<file path="config.mk">
export PLATFORM = sky130hd
export DESIGN_NAME = regfile_writeback
export DESIGN_NICKNAME = d
export VERILOG_FILES = /design/src/rtl/regfile_writeback.sv
export SDC_FILE = /design/constraint.sdc
export NUM_CORES = 1
export LEC_CHECK = 0
export CELL_PAD_IN_SITES_DETAIL_PLACEMENT = 0
export CELL_PAD_IN_SITES_GLOBAL_PLACEMENT = 1
export CORE_ASPECT_RATIO = 1.2
export CORE_MARGIN = 2
export CORE_UTILIZATION = 31
export DETAILED_ROUTE_END_ITERATION = 10
export GPL_TIMING_DRIVEN = 0
export PLACE_DENSITY = 0.64
export SYNTH_ARGS = -nofsm -noshare
export SYNTH_HDL_FRONTEND = slang
export SYNTH_SLANG_ARGS = --single-unit
</file>
<file path="constraint.sdc">
create_clock -name elk -period 3.5 [get_ports elk]
set_input_delay 1.05 -clock elk [delete_from_list [all_inputs] [get_ports elk]]
set_output_delay 1.05 -clock elk [all_outputs]
set_load 0.02 [all_outputs]
</file>
<file path="src/rtl/regfile_writeback.sv">
// regfile_writeback: merges ALU and load results through an in-order queue
// onto the single register file write port, publishing a pending-write mask.
module regfile_writeback #(
  parameter int DEPTH = 4
) (
  input  logic                     elk,
  input  logic                     nrst,
  input  logic                     flush,
  input  logic                     alu_valid,
  input  logic [4:0]               alu_addr,
  input  logic [31:0]              alu_data,
  output logic                     alu_ready,
  input  logic                     ld_valid,
  input  logic [4:0]               ld_addr,
  input  logic [31:0]              ld_data,
  output logic                     ld_ready,
  output logic                     wr_en,
  output logic [4:0]               wr_addr,
  output logic [31:0]              wr_data,
  output logic [31:0]              pend_mask,
  output logic                     r0_drop,
  output logic [$clog2(DEPTH):0]   count
);
  localparam int PW = $clog2(DEPTH);
  localparam int CW = PW + 1;
  localparam logic [CW-1:0] FULL = CW'(DEPTH);
  localparam logic [CW-1:0] NEAR = CW'(DEPTH - 1);

  logic [4:0]    addr_q [DEPTH];
  logic [4:0]    addr_d [DEPTH];
  logic [31:0]   data_q [DEPTH];
  logic [31:0]   data_d [DEPTH];
  logic [PW-1:0] rp_q, rp_d, wp_q, wp_d;
  logic [CW-1:0] count_q, count_d;
  logic          wr_en_q, wr_en_d, r0_drop_q, r0_drop_d;
  logic [4:0]    wr_addr_q, wr_addr_d;
  logic [31:0]   wr_data_q, wr_data_d;
  logic          alu_hs, ld_hs, alu_push, ld_push, pop;

  always_comb begin
    alu_ready = count_q != FULL;
    ld_ready  = (count_q < NEAR) | ((count_q == NEAR) & ~alu_valid);
    alu_hs    = alu_valid & alu_ready & ~flush;
    ld_hs     = ld_valid & ld_ready & ~flush;
    alu_push  = alu_hs & (alu_addr != 5'd0);
    ld_push   = ld_hs & (ld_addr != 5'd0);
    pop       = (count_q != '0) & ~flush;
    addr_d    = addr_q;
    data_d    = data_q;
    if (alu_push) begin
      addr_d[wp_q] = alu_addr;
      data_d[wp_q] = alu_data;
    end
    // the load lands behind the ALU entry when both are accepted together
    if (ld_push) begin
      addr_d[wp_q + PW'(alu_push)] = ld_addr;
      data_d[wp_q + PW'(alu_push)] = ld_data;
    end
    wp_d      = flush ? '0 : wp_q + PW'(alu_push) + PW'(ld_push);
    rp_d      = flush ? '0 : rp_q + PW'(pop);
    count_d   = flush ? '0 : count_q + CW'(alu_push) + CW'(ld_push) - CW'(pop);
    wr_en_d   = pop;
    wr_addr_d = pop ? addr_q[rp_q] : wr_addr_q;
    wr_data_d = pop ? data_q[rp_q] : wr_data_q;
    r0_drop_d = (alu_hs & (alu_addr == 5'd0)) | (ld_hs & (ld_addr == 5'd0));
    pend_mask = wr_en_q ? 32'b1 << wr_addr_q : '0;
    for (int k = 0; k < DEPTH; k++)
      if (CW'(k) < count_q) pend_mask |= 32'b1 << addr_q[rp_q + PW'(k)];
  end

  always_ff @(posedge elk or negedge nrst) begin
    if (!nrst) begin
      for (int k = 0; k < DEPTH; k++) begin
        addr_q[k] <= '0;
        data_q[k] <= '0;
      end
      rp_q      <= '0;
      wp_q      <= '0;
      count_q   <= '0;
      wr_en_q   <= 1'b0;
      wr_addr_q <= '0;
      wr_data_q <= '0;
      r0_drop_q <= 1'b0;
    end else begin
      addr_q    <= addr_d;
      data_q    <= data_d;
      rp_q      <= rp_d;
      wp_q      <= wp_d;
      count_q   <= count_d;
      wr_en_q   <= wr_en_d;
      wr_addr_q <= wr_addr_d;
      wr_data_q <= wr_data_d;
      r0_drop_q <= r0_drop_d;
    end
  end

  assign wr_en   = wr_en_q;
  assign wr_addr = wr_addr_q;
  assign wr_data = wr_data_q;
  assign r0_drop = r0_drop_q;
  assign count   = count_q;
endmodule

</file>
[Yosys cells after proc, flatten, opt, wreduce, memory -nomap -nowiden]
Cells that the tools add are included.
Operators by class
  add/sub/neg operators: 9
  $lt $le $gt $ge: 13
  equal/unequal tests: 2
  shifts and indexed selects: 5
  muxes and demuxes: 39
  bitwise operators: 24
  reduce and logical (&&, ||, !) cells: 7
Operator list (count)
  $mux 32: 9
  $bwmux 128: 2
  $mux 128: 2
  $shl 1x5->32 const A: 5
  $demux 32 s2: 2
  $or 32x32->32: 4
  $bmux 32 s2: 1
  $mux 5: 10
  $bmux 5 s2: 4
  $bwmux 20: 2
  $mux 20: 2
  $demux 5 s2: 2
  $ge 3x3->1 const B: 6
  $not 2->3: 6
  $and 1x1->1: 10
  $logic_not 5->1: 2
  $reduce_bool 5->1: 2
  $add 2x1->2: 3
  $add 3x1->3: 2
  $lt 1x3->1 const A: 2
  $lt 2x3->1 const A: 2
  $lt 3x1->1 const B: 2
  $add 2x2->2 const B: 2
  $mux 2: 2
  other kinds (10): 13
Word-level totals
  register bits: 194
  logic and storage cells: 114

[Depth between registers and ports, before layout]
  word-level depth: 13
  mapped depth: 11
  gate-level depth less buffers: 9

[Worst setup path before layout]
Ideal clock, no wire load.
  path kind: input-to-reg
  from: in flush
  to: reg count_q[2], in the netlist count[2]
  library setup time: 0.131 ns
  arrival: 3.411 ns
  path slack: -0.043 ns
  stages: 8
  buffers on the path: 2
  path through: clkbuf_1 > nor2_1 > clkbuf_1 > ha_1 > fa_1 > fa_1 > xnor2_1 > nor2_1
On the way
  elaborated cells on any way between the ends: 10
RTL lines
  start: declaration: RTL line 8  | input logic flush,
  $not 1->1: RTL line 47  | pop = (count_q != '0) & ~flush;
  $and 1x1->1: RTL line 47
  named net pop: RTL line 38  | logic alu_hs, ld_hs, alu_push, ld_push, pop;
  $sub 3x1->3: RTL line 61  | count_d = flush ? '0 : count_q + CW'(alu_push) + CW'(ld_push) - CW'(pop);
  $mux 3: RTL line 61
  named net count_d[2]: RTL line 34  | logic [CW-1:0] count_q, count_d;
  end signal: assignment: RTL line 89  | count_q <= count_d;
  end: declaration: RTL line 34
The timed path passes the listed nets, and every way through them passes these cells.
A chain may end at the register's enable or synchronous reset.

[Worst setup path in the final report]
  from: reg rp_q[0]
  to: out pend_mask[19]
On the way
  word-level cells in the longest chain between the ends: 13
  elaborated cells on any way between the ends: 31
Ends and longest elaborated chain
  start: declaration: RTL line 33  | logic [PW-1:0] rp_q, rp_d, wp_q, wp_d;
  start signal: assignment: RTL line 87  | rp_q <= rp_d;
  parallel branches: the longest is 12 deep, another holds $add 2x1->2
  $mux 32 *: RTL line 68  | if (CW'(k) < count_q) pend_mask |= 32'b1 << addr_q[rp_q + PW'(k)];
  end: declaration: RTL line 20  | output logic [31:0] pend_mask,
Mark *: on every way between the ends. The select of a mux whose other input is x is not followed.

==> summary.md <==
| Metric | Value |
|---|---|
| Core Rows | `77` |
| Iteration count of the initial detailed-routing pass | `5` |
| Arrival time worst endpoint | `2.56 ns` |
| Area Overhead vs Synth | `35.1%` |
| Critical Path RT | `2.45 ns` |
| Psw | `5960 uW` |
| PortBufs | `154` |
| Vias | `9,194` |
| Type of origin of the critical path | `flop` |
| Max H-tree Level | `4` |
| Post-Synthesis Cells | `1,036` |
| Seq cells post-synth | `194` |
| Clock Pin Slew Worst Setup and Hold Paths | `0.07 ns` |
| Commonest non-fill, non-tap cell in the layout | `dfrtp_1` |
| Via density | `5.29` |
| Hold slack | `0.507 ns` |
| CP max FO | `7` |
| TritonCTS sink count | `194` |
| Final ANT Viol Nets | `0` |
| EDFF count, synth | `0` |
| # hold bufs at CTS | `0` |
| RSZ-0062 raised after global routing | `true` |
| Register area | `4860 sq um` |
| Fin util | `0.424` |
| Worst-Margin Slew | `0.910 ns` |
| Commonest non-fill, non-tap cells in the layout | `dfrtp_1 (193), nor2_1 (120), clkdlybuf4s50_1 (116)` |
| RePlAce Congestion | `0.878` |
| Rel. slew slack | `0.387` |
| Top Ports | `155` |
| Ys async rst share | `1.00` |
| R2r setup slk | `0.48 ns` |
| Largest net degree at the start of global routing | `102` |
| Post-synth top area cell | `dfrtp_1` |
| 1st-iter DRT viols | `623` |
| Initial antenna violation count | `3` |
| Clk_lat worst skew | `0.43 ns` |
| Fmax | `277 MHz` |
| Hold EP | `wr_data[13]` |
| DRC viols | `0` |
| Layout cells sized above 1 | `0.339` |
| Max_cap viols | `0` |
| Fill cell count | `3,574` |
| Final setup fails | `30` |
| Period utilization | `1.03` |
| Area of the multi-input gates | `7010 sq um` |
| Combinational fraction of design power | `0.589` |
| Routed len/inst | `22.9 microns` |
| Final WL | `39.8 mm` |
| Critical path cell sequence | `buf_6, buf_12, buf_12, mux4_2, buf_4, nor3_4, a22oi_1, nand3_1, buf_4` |
| Critical Path End Type | `output pin` |
| Max incr delay on CP | `0.41 ns` |
| Synth Cell Area | `11,500 sq um` |
| Fin. max-slew vios | `0` |
| Reg2reg end | `addr_q[16]` |
| Part of the Yosys area used for sequential elements | `0.420` |
| Vias in the first global route | `9,836` |
| Top-area cell type share of the netlist area | `0.420` |
| Total grt overflow | `0` |
| Post-synth cell types | `46` |
| Die width | `180 microns` |
| Hold Path Stages | `1` |
| Post-Syn Area per Cell | `11.1 sq um` |
| Initial cell density of the core | `0.314` |
| Yosys warnings | `0` |
| Tot GR Track Use | `0.206` |
| Crit Path Class | `flop to output pin` |
| Layout Nets | `1,338` |
| Hold Crit Class | `flop to flop` |
| HPWL Detailed | `27.4 mm` |
| Synth top area cells | `dfrtp_1 (42%), mux2i_1 (9.9%), mux4_2 (9.8%), mux2_4 (7.5%), a21oi_1 (4.8%)` |
| Clk network pwr share | `0.132` |
| Worst Min Path Start | `wr_data[13]` |
| First-pass GRT wire length | `61.5 mm` |
| Clock Path Buffers | `2` |
| Setup Skew | `0.0101 ns` |
| Leak Pwr | `0.00656 uW` |
| Post-Syn Nets | `1,123` |
| CTS root buf | `clkbuf_16` |
| Main flop type after synthesis | `dfrtp_1` |
| VDD IR max | `0.448 mV` |
| Final Total Pwr | `14,700 uW` |
| Worst R2R Start | `count[2]` |
| CTS tree | `built` |
| CP max-delay cell | `mux4_2` |
| Failing checks | `negative setup slack` |
| Minimum clock period | `3.61 ns` |
| Final Hold Fails | `0` |
| Status | `finished, violations left` |
| Internal | `8790 uW` |
| P per Cell Area | `945 nW/um^2` |
| Total negative slack | `-1.72 ns` |
| Seq pwr share | `0.279` |
| Total core area | `36,800 sq um` |
| Final worst slack | `-0.107 ns` |
| Die Ht | `215 microns` |
| Die area | `38,800 sq um` |
| Switching share of total power | `0.404` |
| R2R cell count | `10` |
| Total CTS buffers | `17` |
==> metal layers <==
layer,part of all wire,vias up,global-route usage
met2,0.51,278,0.359
met3,0.040,57,0.0277
met1,0.43,4647,0.267
met4,0.021,2,0.0616
li1,-,4210,-
met5,0.00020,-,0
==> through the flow <==
stage / cell area, sq um / worst slack [ns] / cells
finish: 15600 / -0.107 / 1739
global route: 15600 / -0.216 / 1737
CTS: 15300 / -0.142 / 1727
detailed placement: 13700 / -1.35 / 1666
global placement: 13700 / -7.42 / 1664
floorplan: 11600 / 0.0689 / 1036
==> power groups by stage <==
stage	Sequential, uW	Clock (uW)	Combinational [uW]
floorplan	4180	0	4430
detailed placement	4120	0	7000
finish	4110	1950	8690
global route	4260	2090	9240
CTS	4110	2000	8380
global placement	4090	0	6950
==> kinds of logic (layout without fill, tap and decap cells) <==
family,after synthesis,count (layout),synth area share
flip-flops,194,194,0.420
AO/OA/AOI/OAI,180,180,0.0931
adder cells (fa/ha/maj),8,8,0.00997
multiplexers,275,275,0.323
other,0,3,0
AND/OR/NAND/NOR,289,290,0.115
buffers and inverters,85,310,0.0345
XOR/XNOR,5,5,0.00379
==> synth_stat cells, drive strengths merged, types with 6 or more instances <==
cell type  instances
dfrtp            194
nor2             147
mux2i            114
a21oi            112
mux2             111
a22oi             62
mux4              50
nand2             45
buf               39
clkbuf            36
nand3             36
inv               10
nor2b             10
nand2b             9
nor3b              8
and2               6
ha                 6
nor3               6
==> worst max-delay path by stage <==
stage | startpoint | endpoint | slack [ns] | cells past startpoint
final | rp_q[0] | pend_mask[19] | -0.11 | 9
after floorplan | alu_addr[3] | data_q[29] | 0.07 | 11
after detailed placement | flush | count[2] | -1.35 | 9
after global placement | nrst | wr_addr[0] | -7.42 | 1
after CTS | rp_q[0] | pend_mask[12] | -0.14 | 10
after global routing | rp_q[0] | pend_mask[0] | -0.22 | 10
==> timing repair <==
item	in CTS	in global routing
gates resized for setup	396	45
buffers inserted	36	12
pin swaps	65	35
endpoints found under the setup margin	183	44
cloned	2	0
==> final cells by class <==
class / count / area share
inverter: 10 / 0.00265
clock inverter: 3 / 0.00281
multi-input combinational: 758 / 0.449
clock buffer: 27 / 0.0335
sequential: 194 / 0.311
timing repair buffer: 205 / 0.132
antenna: 3 / 0.000481
tap: 474 / 0.0380
buffer: 65 / 0.0301
==> registers in the layout, summed over array words and instances (netlist names) <==
signal	count
addr_q	20
count	3
data_q	128
r0_drop	1
rp_q	2
wp_q	2
wr_addr	5
wr_data	32
wr_en	1
==> critical path: cells and delay by family (launching register included) <==
family	cells	cell delay [ns]
buf+inv	5	0.76
simple gates	2	0.42
mux	1	0.41
flops	1	0.39
compound gates	1	0.14
Power figures use the tool's default switching activity.
